==> src/rtl/branch_resolve_unit_pkg.sv <==
// Shared types for the EX-side branch resolve unit: shadow pipeline entry,
// recovery FSM states and 2-bit bimodal counter encodings.
package branch_resolve_unit_pkg;

    typedef struct packed {
        logic        v;
        logic [31:0] pc;
        logic        ptaken;
        logic [31:0] ptarget;
    } shadow_t;

    typedef enum logic {
        IDLE    = 1'b0,
        RECOVER = 1'b1
    } state_t;

    localparam logic [1:0] SNT = 2'd0;
    localparam logic [1:0] WNT = 2'd1;
    localparam logic [1:0] WT  = 2'd2;
    localparam logic [1:0] ST  = 2'd3;

    // Jumps pin the entry to strongly taken; branches move one step, saturating.
    function automatic logic [1:0] ctr_next(input logic [1:0] ctr,
                                            input logic taken,
                                            input logic jump);
        logic [1:0] nxt;
        nxt = ctr;
        if (jump)
            nxt = ST;
        else if (taken && ctr != ST)
            nxt = ctr + 2'd1;
        else if (!taken && ctr != SNT)
            nxt = ctr - 2'd1;
        return nxt;
    endfunction

endpackage

==> src/rtl/branch_resolve_unit_if.sv <==
// Fetch-side prediction, EX-side resolution and BTB/redirect/flush signals
// of the branch resolve unit, bundled with master (pipeline) / slave (unit) views.
interface branch_resolve_unit_if #(
    parameter int CNT_WIDTH = 32
);
    logic                 if_valid;
    logic [31:0]          if_pc;
    logic                 btb_hit;
    logic [31:0]          btb_target;
    logic                 pred_taken;
    logic [31:0]          pred_target;
    logic                 stall;
    logic                 ex_valid;
    logic                 ex_is_branch;
    logic                 ex_is_jump;
    logic                 ex_taken;
    logic [31:0]          ex_target;
    logic                 br_update;
    logic [31:0]          pc_ex;
    logic [31:0]          target_pc;
    logic                 redirect;
    logic [31:0]          redirect_pc;
    logic                 flush;
    logic [CNT_WIDTH-1:0] branch_cnt;
    logic [CNT_WIDTH-1:0] mispred_cnt;

    modport master (
        output if_valid, if_pc, btb_hit, btb_target, stall,
               ex_valid, ex_is_branch, ex_is_jump, ex_taken, ex_target,
        input  pred_taken, pred_target, br_update, pc_ex, target_pc,
               redirect, redirect_pc, flush, branch_cnt, mispred_cnt
    );

    modport slave (
        input  if_valid, if_pc, btb_hit, btb_target, stall,
               ex_valid, ex_is_branch, ex_is_jump, ex_taken, ex_target,
        output pred_taken, pred_target, br_update, pc_ex, target_pc,
               redirect, redirect_pc, flush, branch_cnt, mispred_cnt
    );

endinterface

==> src/rtl/branch_resolve_unit_bimodal_dir_table.sv <==
// 2-bit bimodal direction table: asynchronous read, synchronous saturating
// update, every entry initialised to weakly not-taken on reset.
module bimodal_dir_table
    import branch_resolve_unit_pkg::*;
#(
    parameter int IDX_BITS = 8
) (
    input  logic                clk,
    input  logic                rst_n,
    input  logic [IDX_BITS-1:0] rd_idx,
    output logic [1:0]          rd_ctr,
    input  logic                wr_en,
    input  logic [IDX_BITS-1:0] wr_idx,
    input  logic                wr_taken,
    input  logic                wr_jump
);
    localparam int DEPTH = 1 << IDX_BITS;

    logic [1:0] ctr_q [DEPTH];

    // Read sees the pre-write value when it collides with a same-cycle update.
    assign rd_ctr = ctr_q[rd_idx];

    always_ff @(posedge clk or negedge rst_n) begin
        if (!rst_n) begin
            for (int i = 0; i < DEPTH; i++)
                ctr_q[i] <= WNT;
        end else if (wr_en) begin
            ctr_q[wr_idx] <= ctr_next(ctr_q[wr_idx], wr_taken, wr_jump);
        end
    end

endmodule

==> src/rtl/branch_resolve_unit.sv <==
// Carries fetch-time predictions down to EX, resolves them against the actual
// outcome, updates the BTB and direction table, and redirects/flushes on mispredict.
module branch_resolve_unit #(
    parameter int IDX_BITS     = 8,
    parameter int FLUSH_CYCLES = 2,
    parameter int CNT_WIDTH    = 32
) (
    input  logic                 clk,
    input  logic                 rst_n,
    branch_resolve_unit_if.slave bus
);
    import branch_resolve_unit_pkg::*;

    // state   | meaning
    // IDLE    | normal operation, resolutions allowed
    // RECOVER | flush asserted for FLUSH_CYCLES cycles, EX inputs ignored

    localparam int FC_W = $clog2(FLUSH_CYCLES + 1);

    state_t                state_q, state_d;
    logic [FC_W-1:0]       fcnt_q;
    logic                  flush;
    shadow_t               s_id, s_ex;
    logic [1:0]            rd_ctr;
    logic                  resolve, act_taken, mispred;
    logic [31:0]           act_next;
    logic                  br_update_q, redirect_q;
    logic [31:0]           pc_ex_q, target_pc_q, redirect_pc_q;
    logic [CNT_WIDTH-1:0]  branch_cnt_q, mispred_cnt_q;

    bimodal_dir_table #(.IDX_BITS(IDX_BITS)) u_dir (
        .clk      (clk),
        .rst_n    (rst_n),
        .rd_idx   (bus.if_pc[IDX_BITS+1:2]),
        .rd_ctr   (rd_ctr),
        .wr_en    (resolve),
        .wr_idx   (s_ex.pc[IDX_BITS+1:2]),
        .wr_taken (act_taken),
        .wr_jump  (bus.ex_is_jump)
    );

    assign bus.pred_taken  = bus.btb_hit & rd_ctr[1];
    assign bus.pred_target = bus.btb_target;

    assign resolve   = bus.ex_valid & s_ex.v & ~bus.stall
                     & (bus.ex_is_branch | bus.ex_is_jump)
                     & (s_ex.pc[1:0] == 2'b00) & (state_q == IDLE);
    assign act_taken = bus.ex_is_jump | bus.ex_taken;
    assign act_next  = act_taken ? bus.ex_target : s_ex.pc + 32'd4;
    assign mispred   = resolve & ((act_taken != s_ex.ptaken) |
                       (act_taken & s_ex.ptaken & (bus.ex_target != s_ex.ptarget)));

    // Flush outranks stall so squashed slots never reach EX.
    always_ff @(posedge clk or negedge rst_n) begin
        if (!rst_n) begin
            s_id <= '0;
            s_ex <= '0;
        end else if (flush) begin
            s_id.v <= 1'b0;
            s_ex.v <= 1'b0;
        end else if (!bus.stall) begin
            s_ex         <= s_id;
            s_id.v       <= bus.if_valid;
            s_id.pc      <= bus.if_pc;
            s_id.ptaken  <= bus.pred_taken;
            s_id.ptarget <= bus.pred_target;
        end
    end

    always_ff @(posedge clk or negedge rst_n) begin
        if (!rst_n) begin
            state_q <= IDLE;
            fcnt_q  <= '0;
        end else begin
            state_q <= state_d;
            if (state_q == IDLE && mispred)
                fcnt_q <= FC_W'(FLUSH_CYCLES);
            else if (state_q == RECOVER && fcnt_q != '0)
                fcnt_q <= fcnt_q - 1'b1;
        end
    end

    always_comb begin
        state_d = state_q;
        case (state_q)
            IDLE:    if (mispred) state_d = RECOVER;
            RECOVER: if (fcnt_q <= FC_W'(1)) state_d = IDLE;
            default: state_d = IDLE;
        endcase
    end

    always_comb begin
        flush = 1'b0;
        if (state_q == RECOVER)
            flush = 1'b1;
    end

    always_ff @(posedge clk or negedge rst_n) begin
        if (!rst_n) begin
            br_update_q   <= 1'b0;
            redirect_q    <= 1'b0;
            pc_ex_q       <= '0;
            target_pc_q   <= '0;
            redirect_pc_q <= '0;
            branch_cnt_q  <= '0;
            mispred_cnt_q <= '0;
        end else begin
            br_update_q <= resolve & act_taken;
            redirect_q  <= mispred;
            if (resolve && act_taken) begin
                pc_ex_q     <= s_ex.pc;
                target_pc_q <= bus.ex_target;
            end
            if (mispred)
                redirect_pc_q <= act_next;
            if (resolve && branch_cnt_q != '1)
                branch_cnt_q <= branch_cnt_q + 1'b1;
            if (mispred && mispred_cnt_q != '1)
                mispred_cnt_q <= mispred_cnt_q + 1'b1;
        end
    end

    assign bus.br_update   = br_update_q;
    assign bus.pc_ex       = pc_ex_q;
    assign bus.target_pc   = target_pc_q;
    assign bus.redirect    = redirect_q;
    assign bus.redirect_pc = redirect_pc_q;
    assign bus.flush       = flush;
    assign bus.branch_cnt  = branch_cnt_q;
    assign bus.mispred_cnt = mispred_cnt_q;

endmodule

==> src/flat_wrapper.sv <==
// flat-port wrapper written by rule: the top's interface ports become plain ports
module branch_resolve_unit_flat import branch_resolve_unit_pkg::*;
#(
    parameter int IDX_BITS     = 8,
    parameter int FLUSH_CYCLES = 2,
    parameter int CNT_WIDTH    = 32
)
  (clk, rst_n, bus_if_valid, bus_if_pc, bus_btb_hit, bus_btb_target, bus_stall, bus_ex_valid, bus_ex_is_branch, bus_ex_is_jump, bus_ex_taken, bus_ex_target, bus_pred_taken, bus_pred_target, bus_br_update, bus_pc_ex, bus_target_pc, bus_redirect, bus_redirect_pc, bus_flush, bus_branch_cnt, bus_mispred_cnt);
  branch_resolve_unit_if #(.CNT_WIDTH(CNT_WIDTH)) bus_i ();
  input  logic clk;
  input  logic rst_n;
  input wire logic [$bits(bus_i.if_valid)-1:0] bus_if_valid;
  input wire logic [$bits(bus_i.if_pc)-1:0] bus_if_pc;
  input wire logic [$bits(bus_i.btb_hit)-1:0] bus_btb_hit;
  input wire logic [$bits(bus_i.btb_target)-1:0] bus_btb_target;
  input wire logic [$bits(bus_i.stall)-1:0] bus_stall;
  input wire logic [$bits(bus_i.ex_valid)-1:0] bus_ex_valid;
  input wire logic [$bits(bus_i.ex_is_branch)-1:0] bus_ex_is_branch;
  input wire logic [$bits(bus_i.ex_is_jump)-1:0] bus_ex_is_jump;
  input wire logic [$bits(bus_i.ex_taken)-1:0] bus_ex_taken;
  input wire logic [$bits(bus_i.ex_target)-1:0] bus_ex_target;
  output wire logic [$bits(bus_i.pred_taken)-1:0] bus_pred_taken;
  output wire logic [$bits(bus_i.pred_target)-1:0] bus_pred_target;
  output wire logic [$bits(bus_i.br_update)-1:0] bus_br_update;
  output wire logic [$bits(bus_i.pc_ex)-1:0] bus_pc_ex;
  output wire logic [$bits(bus_i.target_pc)-1:0] bus_target_pc;
  output wire logic [$bits(bus_i.redirect)-1:0] bus_redirect;
  output wire logic [$bits(bus_i.redirect_pc)-1:0] bus_redirect_pc;
  output wire logic [$bits(bus_i.flush)-1:0] bus_flush;
  output wire logic [$bits(bus_i.branch_cnt)-1:0] bus_branch_cnt;
  output wire logic [$bits(bus_i.mispred_cnt)-1:0] bus_mispred_cnt;
  assign bus_i.if_valid = bus_if_valid;
  assign bus_i.if_pc = bus_if_pc;
  assign bus_i.btb_hit = bus_btb_hit;
  assign bus_i.btb_target = bus_btb_target;
  assign bus_i.stall = bus_stall;
  assign bus_i.ex_valid = bus_ex_valid;
  assign bus_i.ex_is_branch = bus_ex_is_branch;
  assign bus_i.ex_is_jump = bus_ex_is_jump;
  assign bus_i.ex_taken = bus_ex_taken;
  assign bus_i.ex_target = bus_ex_target;
  assign bus_pred_taken = bus_i.pred_taken;
  assign bus_pred_target = bus_i.pred_target;
  assign bus_br_update = bus_i.br_update;
  assign bus_pc_ex = bus_i.pc_ex;
  assign bus_target_pc = bus_i.target_pc;
  assign bus_redirect = bus_i.redirect;
  assign bus_redirect_pc = bus_i.redirect_pc;
  assign bus_flush = bus_i.flush;
  assign bus_branch_cnt = bus_i.branch_cnt;
  assign bus_mispred_cnt = bus_i.mispred_cnt;
  branch_resolve_unit #(.IDX_BITS(IDX_BITS), .FLUSH_CYCLES(FLUSH_CYCLES), .CNT_WIDTH(CNT_WIDTH)) u_core (.clk(clk), .rst_n(rst_n), .bus(bus_i));
endmodule
==> config.mk <==
export PLATFORM = sky130hd
export DESIGN_NAME = branch_resolve_unit_flat
export DESIGN_NICKNAME = d
export VERILOG_FILES = /design/src/rtl/branch_resolve_unit_pkg.sv /design/src/rtl/branch_resolve_unit_if.sv /design/src/rtl/branch_resolve_unit_bimodal_dir_table.sv /design/src/rtl/branch_resolve_unit.sv /design/src/flat_wrapper.sv
export SDC_FILE = /design/constraint.sdc
export NUM_CORES = 2
export LEC_CHECK = 0
export CORE_MARGIN = 5
export CORE_UTILIZATION = 47
export CTS_CLUSTER_DIAMETER = 40
export DETAILED_ROUTE_END_ITERATION = 6
export PLACE_DENSITY = 0.68
export SYNTH_ARGS = -nofsm -noshare
export SYNTH_HDL_FRONTEND = slang
export SYNTH_SLANG_ARGS = --single-unit
export TNS_END_PERCENT = 1
==> constraint.sdc <==
create_clock -name clk -period 3.98 [get_ports clk]
set_input_delay 0.597 -clock clk [delete_from_list [all_inputs] [get_ports clk]]
set_output_delay 0.597 -clock clk [all_outputs]
set_load 0.03 [all_outputs]
* Yosys cells after proc, flatten, opt, wreduce, memory -nomap -nowiden
Cells that the tools add are included.
** Word-level totals
- Word-level logic and storage cells :: 345
- Output and inout bits :: 196
- Register bits :: 809
** Cells by class
- Equality and inequality tests :: 6
- Order comparisons :: 4
- Add/sub/neg operators :: 6
- Bitwise operators :: 18
- Reduce and logical (&&, ||, !) cells :: 14
- Multiplexer cells :: 24
** Operators with widths (count)
- bitwise mux 512 bit :: 1
- two-way mux 66 bit :: 2
- adder 32 x 1 -> 32 bit (second input constant) :: 2
- inequality test 32 bit (second input constant) :: 2
- adder 32 x 3 -> 32 bit (second input constant) :: 1
- binary-select mux 2 bit (select 8 bit) :: 2
- two-way mux 32 bit :: 1
- inequality test 32 bit :: 1
- two-way mux 2 bit :: 11
- greater-or-equal comparator 9 bit (second input constant) :: 2
- NOT 8 -> 9 bit :: 2
- demux 2 bit (select 8 bit) :: 1
- bitwise AND 1 bit :: 10
- < comparator 9 x 1 -> 1 bit (second input constant) :: 1
- logical AND 1 bit :: 8
- nonzero test 2 bit :: 3
- two-way mux 1 bit :: 5
- subtractor 2 x 1 -> 2 bit (second input constant) :: 2
- NOT 1 bit :: 3
- OR 1 bit :: 3
- adder 2 x 1 -> 2 bit (second input constant) :: 1
- less-or-equal comparator 2 x 1 -> 1 bit (second input constant) :: 1
- logical NOT 2 bit :: 1
- inequality test 2 x 1 -> 1 bit (second input constant) :: 1
- other kinds (5) :: 5

* Depth between registers and ports, before layout
- Depth in word-level cells :: 11
- Gate-level depth with buffers :: 22
- Gate-level depth less buffers :: 13

* Modules after synthesis
Synthesis repeated with hierarchy kept, for this count alone.
** Second synthesis, totals
- Cells, all modules :: 3615
- Area, all modules :: 40999.3 um^2
** By module, submodules not included
- bimodal_dir_table :: area an instance 28099.4 um^2, cells an instance 2596, sequential area each 13132.6 um^2, times used 1
- branch_resolve_unit :: area an instance 12899.9 um^2, cells an instance 1019, sequential area each 7432.1 um^2, times used 1

* Worst setup path after synthesis
OpenSTA, ideal clock, no wires.
- Path kind :: register to register
- Start point :: register u_core.s_ex[35] (netlist bit)
- End point :: register u_core.u_dir.ctr_q[240] (netlist bit)
- Clock period less this slack :: 4.301 ns
- Arrival time :: 4.220 ns
- Path slack :: -0.321 ns
- Stages on the path, launching flop included :: 20
- Data required time :: 3.900 ns
- Library setup time :: 0.080 ns
- Path buffers :: 7
- Cell sequence :: dfrtp_1 -> buf_6 -> buf_12 -> mux4_2 -> mux4_2 -> o2111ai_1 -> nand3b_1 -> a41oi_1 -> or2_2 -> buf_2 -> buf_2 -> inv_1 -> ha_1 -> mux2i_1 -> nor2b_1 -> clkbuf_1 -> clkbuf_1 -> clkbuf_1 -> nand2_1 -> o221a_2
** On the way
- Word-level cells in the longest chain between the ends :: 11
- Elaborated cells between the ends (all ways) :: 20
** Ends and longest elaborated chain
- start: declaration :: RTL line branch_resolve_unit.sv:23 : shadow_t s_id, s_ex;
- start signal: assignment :: RTL line branch_resolve_unit.sv:62 : s_ex <= s_id;
- NOT 8 -> 9 bit (not written as such) (*) :: RTL line branch_resolve_unit_bimodal_dir_table.sv:29 : ctr_q[wr_idx] <= ctr_next(ctr_q[wr_idx], wr_taken, wr_jump);
- branches (longest 9 deep; another with subtractor 2 x 1 -> 2 bit)
- bitwise mux 512 bit (*) :: RTL line branch_resolve_unit_bimodal_dir_table.sv:29
- end signal: indexed assignment :: RTL line branch_resolve_unit_bimodal_dir_table.sv:29
- end: declaration :: RTL line branch_resolve_unit_bimodal_dir_table.sv:19 : logic [1:0] ctr_q [DEPTH];
Every way passes the cells marked *. The select of a mux whose other input is x is not followed.
A chain may end at the register's enable or synchronous reset.

* Final worst setup path
- Start point :: register u_core.u_dir.ctr_q[27] (netlist bit)
- End point :: output port bus_pred_taken
** On the way
- Word-level cells in the longest chain between the ends :: 4
** Ends and longest elaborated chain
- binary-select mux 2 bit (select 8 bit) :: RTL line branch_resolve_unit_bimodal_dir_table.sv:22 : assign rd_ctr = ctr_q[rd_idx];
- two-way mux 2 bit (not written as such) (2 in a row) :: RTL line branch_resolve_unit_bimodal_dir_table.sv:22
- bitwise AND 1 bit :: RTL line branch_resolve_unit.sv:42 : assign bus.pred_taken = bus.btb_hit & rd_ctr[1];
- end: declaration :: RTL line flat_wrapper.sv:22 : output wire logic [$bits(bus_i.pred_taken)-1:0] bus_pred_taken;
No other way between the ends. The select of a mux whose other input is x is not followed.

==> results.cfg <==
[synthesis]
synth_area_per_cell_um2 = 10.70
synth_compound_area_share_pct = 16.49
yosysSeqAreaShare_pct = 45.76
synthSimpleGateAreaFrac_pct = 13.43
synthesis.area_um2 = 44940
synth_mux_area_share_pct = 16.18
synth_area_leader_cell = dfrtp_1
netlist_top_cells_area = dfrtp_1 31%, dfstp_2 15%, mux4_2 9.9%, o221a_2 6.4%, mux2_2 4.8%
syn_nets = 4316
synth_fa_ha_area_share_pct = 0.3063
yosys_most_used_dff = dfrtp_1
yosysTopAreaCellShare_pct = 30.79
yosys_warnings = 0
ys_async_sr_fraction_pct = 100.0
synth-edff-count = 0
synth_top_family_by_area = compound AO/OA/AOI/OAI gates
synthCells = 4200
yosys_register_bits = 809
synthXorXnorAreaFrac_pct = 2.358
ys_types = 66

[job]
drv_cap = 0

[finish]
fin_util_pct = 58.77
final_nets = 4583
layout-drive-gt1-share_pct = 32.60
area_delta_synth_final_pct = 24.25
layout_common_cells = 573 x nor2_1, 548 x dfrtp_1, 349 x nand2_1
mostFrequentLayoutCell = nor2_1

[route]
drt-pass1-iter-count = 7
vias = 38310
drtIter0Drc = 4651
wl_mm = 153.8
avgRoutedWirePerCell_um = 26.30
via_per_inst = 6.551
drc = 1
ant_nets = 0

[power]
p_int_uw = 19800
p_sw_share_pct = 34.79
p_per_area_nw_per_um2 = 543.8
vdd_ir_drop_max_uv = 555.1
combPwrFrac_pct = 29.9
clockPowerShare_pct = 38.8
sequentialPowerShare_pct = 31.3
power.switching_uw = 10560
leakage_uw = 0.02108

[timing]
finalSetupViolCount = 502
setup_ws_ns = -0.3245
grt_setup_unrepaired = true
maxSlewViolCount = 0
clock.fmax_mhz = 232.3
whs_ns = 0.4781
tightestPinTransition_ns = 1.009
fin_crit_sh_pct = 108.2
slew_headroom_pct = 32.76
finalClockSkew_ns = 0.04720
hold_viol = 0
layout_min_cycle_time_ns = 4.305

[grt]
grt_start_max_net_pins = 146
overflow = 0
antenna_found_initial = 10
grt_pass1_vias = 36820
grt_pass1_wl_mm = 231.7
grt_use_total_pct = 28.93

[worst_hold_path]
hold_path_class = in2reg

[floorplan]
die_h_um = 319.2
start_util_pct = 47.30
core_region_area_um2 = 95010
ios = 301
dieArea_um2 = 101900
dieWidth_um = 319.2
row_count = 113

[clock_tree]
cts_buffer_depth = 3
cts_tree = yes
htree_levels = 4
clockRootBuffer = clkbuf_16
clkSinkCount = 809
cts_buffers = 130
clk_latency_ns = 0.75
path_clk_slew_ns = 0.06

[placement]
io_buffers = 300
dp_hpwl_mm = 97.45
gp_congestion = 0.9289
pre_cts_ws_ns = -0.4813

[worst_setup_path]
worstPathRequired_ns = 3.38
cp.arrival_ns = 3.71
cp-start-kind = register
critPathCaptureType = output port
cp_max_fo = 2
path_class = reg2out

[run_status]
outcome = complete, but fails checks
violations = DRC, setup timing
## Yosys cell counts (all sizes together) (4+ instances only)
cell and n:
nor2 577, dfrtp 553, nand2 368, clkbuf 299, nor3 268, a31oi 258
o211ai 258, dfstp 256, o221a 256, mux4 198, mux2 193, buf 171
xnor2 88, mux2i 64, nand3 64, o21ai 49, a21oi 40, xor2 33
nand4 29, and3 24, and2 19, inv 13, nor2b 12, a22oi 11
and4 11, ha 11, a221oi 8, o2111ai 8, nand2b 5, nor4 5
o22ai 5, nand3b 4, or2 4
## layer usage
metal  global-route usage (%)  wire [um]  share of wire [%]  up-vias
met1                    39.62      60770                 40    19180
met4                    12.57       7004                4.6        8
met3                    7.198      15810                 10      442
met5                        0         55              0.036        -
li1                         -          -                  -    16380
met2                    44.13      70190                 46     2299
## metrics by stage
stage | TNS, ns | total power [uW] | area [um2] | std cells
2_1_floorplan | 0 | 14540 | 45060 | 4200
3_3_place_gp | -169.65 | 17810 | 50090 | 5555
3_5_place_dp | -203.64 | 17900 | 50090 | 5555
4_1_cts | -11.19 | 30150 | 55440 | 5832
5_1_grt | -68.09 | 31260 | 55830 | 5847
6_report | -44.72 | 30360 | 55840 | 5848
## power groups by stage
stage	registers [uW]	clock network [uW]	logic, uW
global placement	9580	0	8240
global route	9570	12300	9390
detailed placement	9620	0	8280
floorplan	10300	0	4210
CTS	9490	11900	8750
finish	9490	11800	9080
## kinds of logic after synthesis
logic type / after synthesis
XOR/XNOR: 121
AND/OR/NAND/NOR: 1400
adder cells (fa/ha/maj): 11
buffers and inverters: 484
AO/OA/AOI/OAI: 920
multiplexers: 455
flip-flops: 809
## worst max-delay path, stage by stage (launching register included)
cell and delay (ns):
dfrtp_1 0.45, mux4_2 0.53, mux4_2 0.57, mux4_2 0.48, mux4_2 0.58, and2_4 0.20
buf_6 0.13
## registers in the layout, indices dropped and copies added (netlist names)
register / cells
u_core.bus.br_update: 1
u_core.bus.branch_cnt: 32
u_core.bus.mispred_cnt: 32
u_core.bus.pc_ex: 32
u_core.bus.redirect: 1
u_core.bus.redirect_pc: 32
u_core.bus.target_pc: 32
u_core.fcnt_q: 2
u_core.s_ex: 66
u_core.s_id: 66
u_core.state_q: 1
u_core.u_dir.ctr_q: 512
## cell type report
class / count / area, um2
fill: 7568 / 39170
multi-input combinational: 2907 / 22270
sequential: 809 / 20580
timing repair buffer: 605 / 6775
clock buffer: 174 / 3696
tap: 1265 / 1583
clock inverter: 67 / 867.1
inverter: 14 / 52.55
antenna: 7 / 17.52
## worst paths after layout
| path | endpoint | start | slack (ns) | cells past startpoint |
|---|---|---|---|---|
| max in group asynchronous | u_core.u_dir.ctr_q[478] | rst_n | 2.43 | 3 |
| hold / removal | u_core.s_id[44] | bus_if_pc[11] | 0.48 | 2 |
| min in group asynchronous | u_core.bus.target_pc[7] | rst_n | 0.50 | 2 |
| setup reg to reg | u_core.u_dir.ctr_q[438] | u_core.s_ex[35] | -0.19 | 18 |
| setup / recovery | bus_pred_taken | u_core.u_dir.ctr_q[27] | -0.32 | 6 |
| hold reg to reg | u_core.bus.redirect_pc[4] | u_core.bus.redirect_pc[4] | 0.48 | 2 |
## repair_timing
item / in CTS / in global routing
hold buffers: 1 / 0
resized for setup: 62 / 47
gates cloned: 11 / 6
endpoints found under the setup margin: 513 / 503
pin swaps: 11 / 10
hold endpoints to repair: 38 / 0
setup buffers: 25 / 6
(Power assumes the default switching activity.)
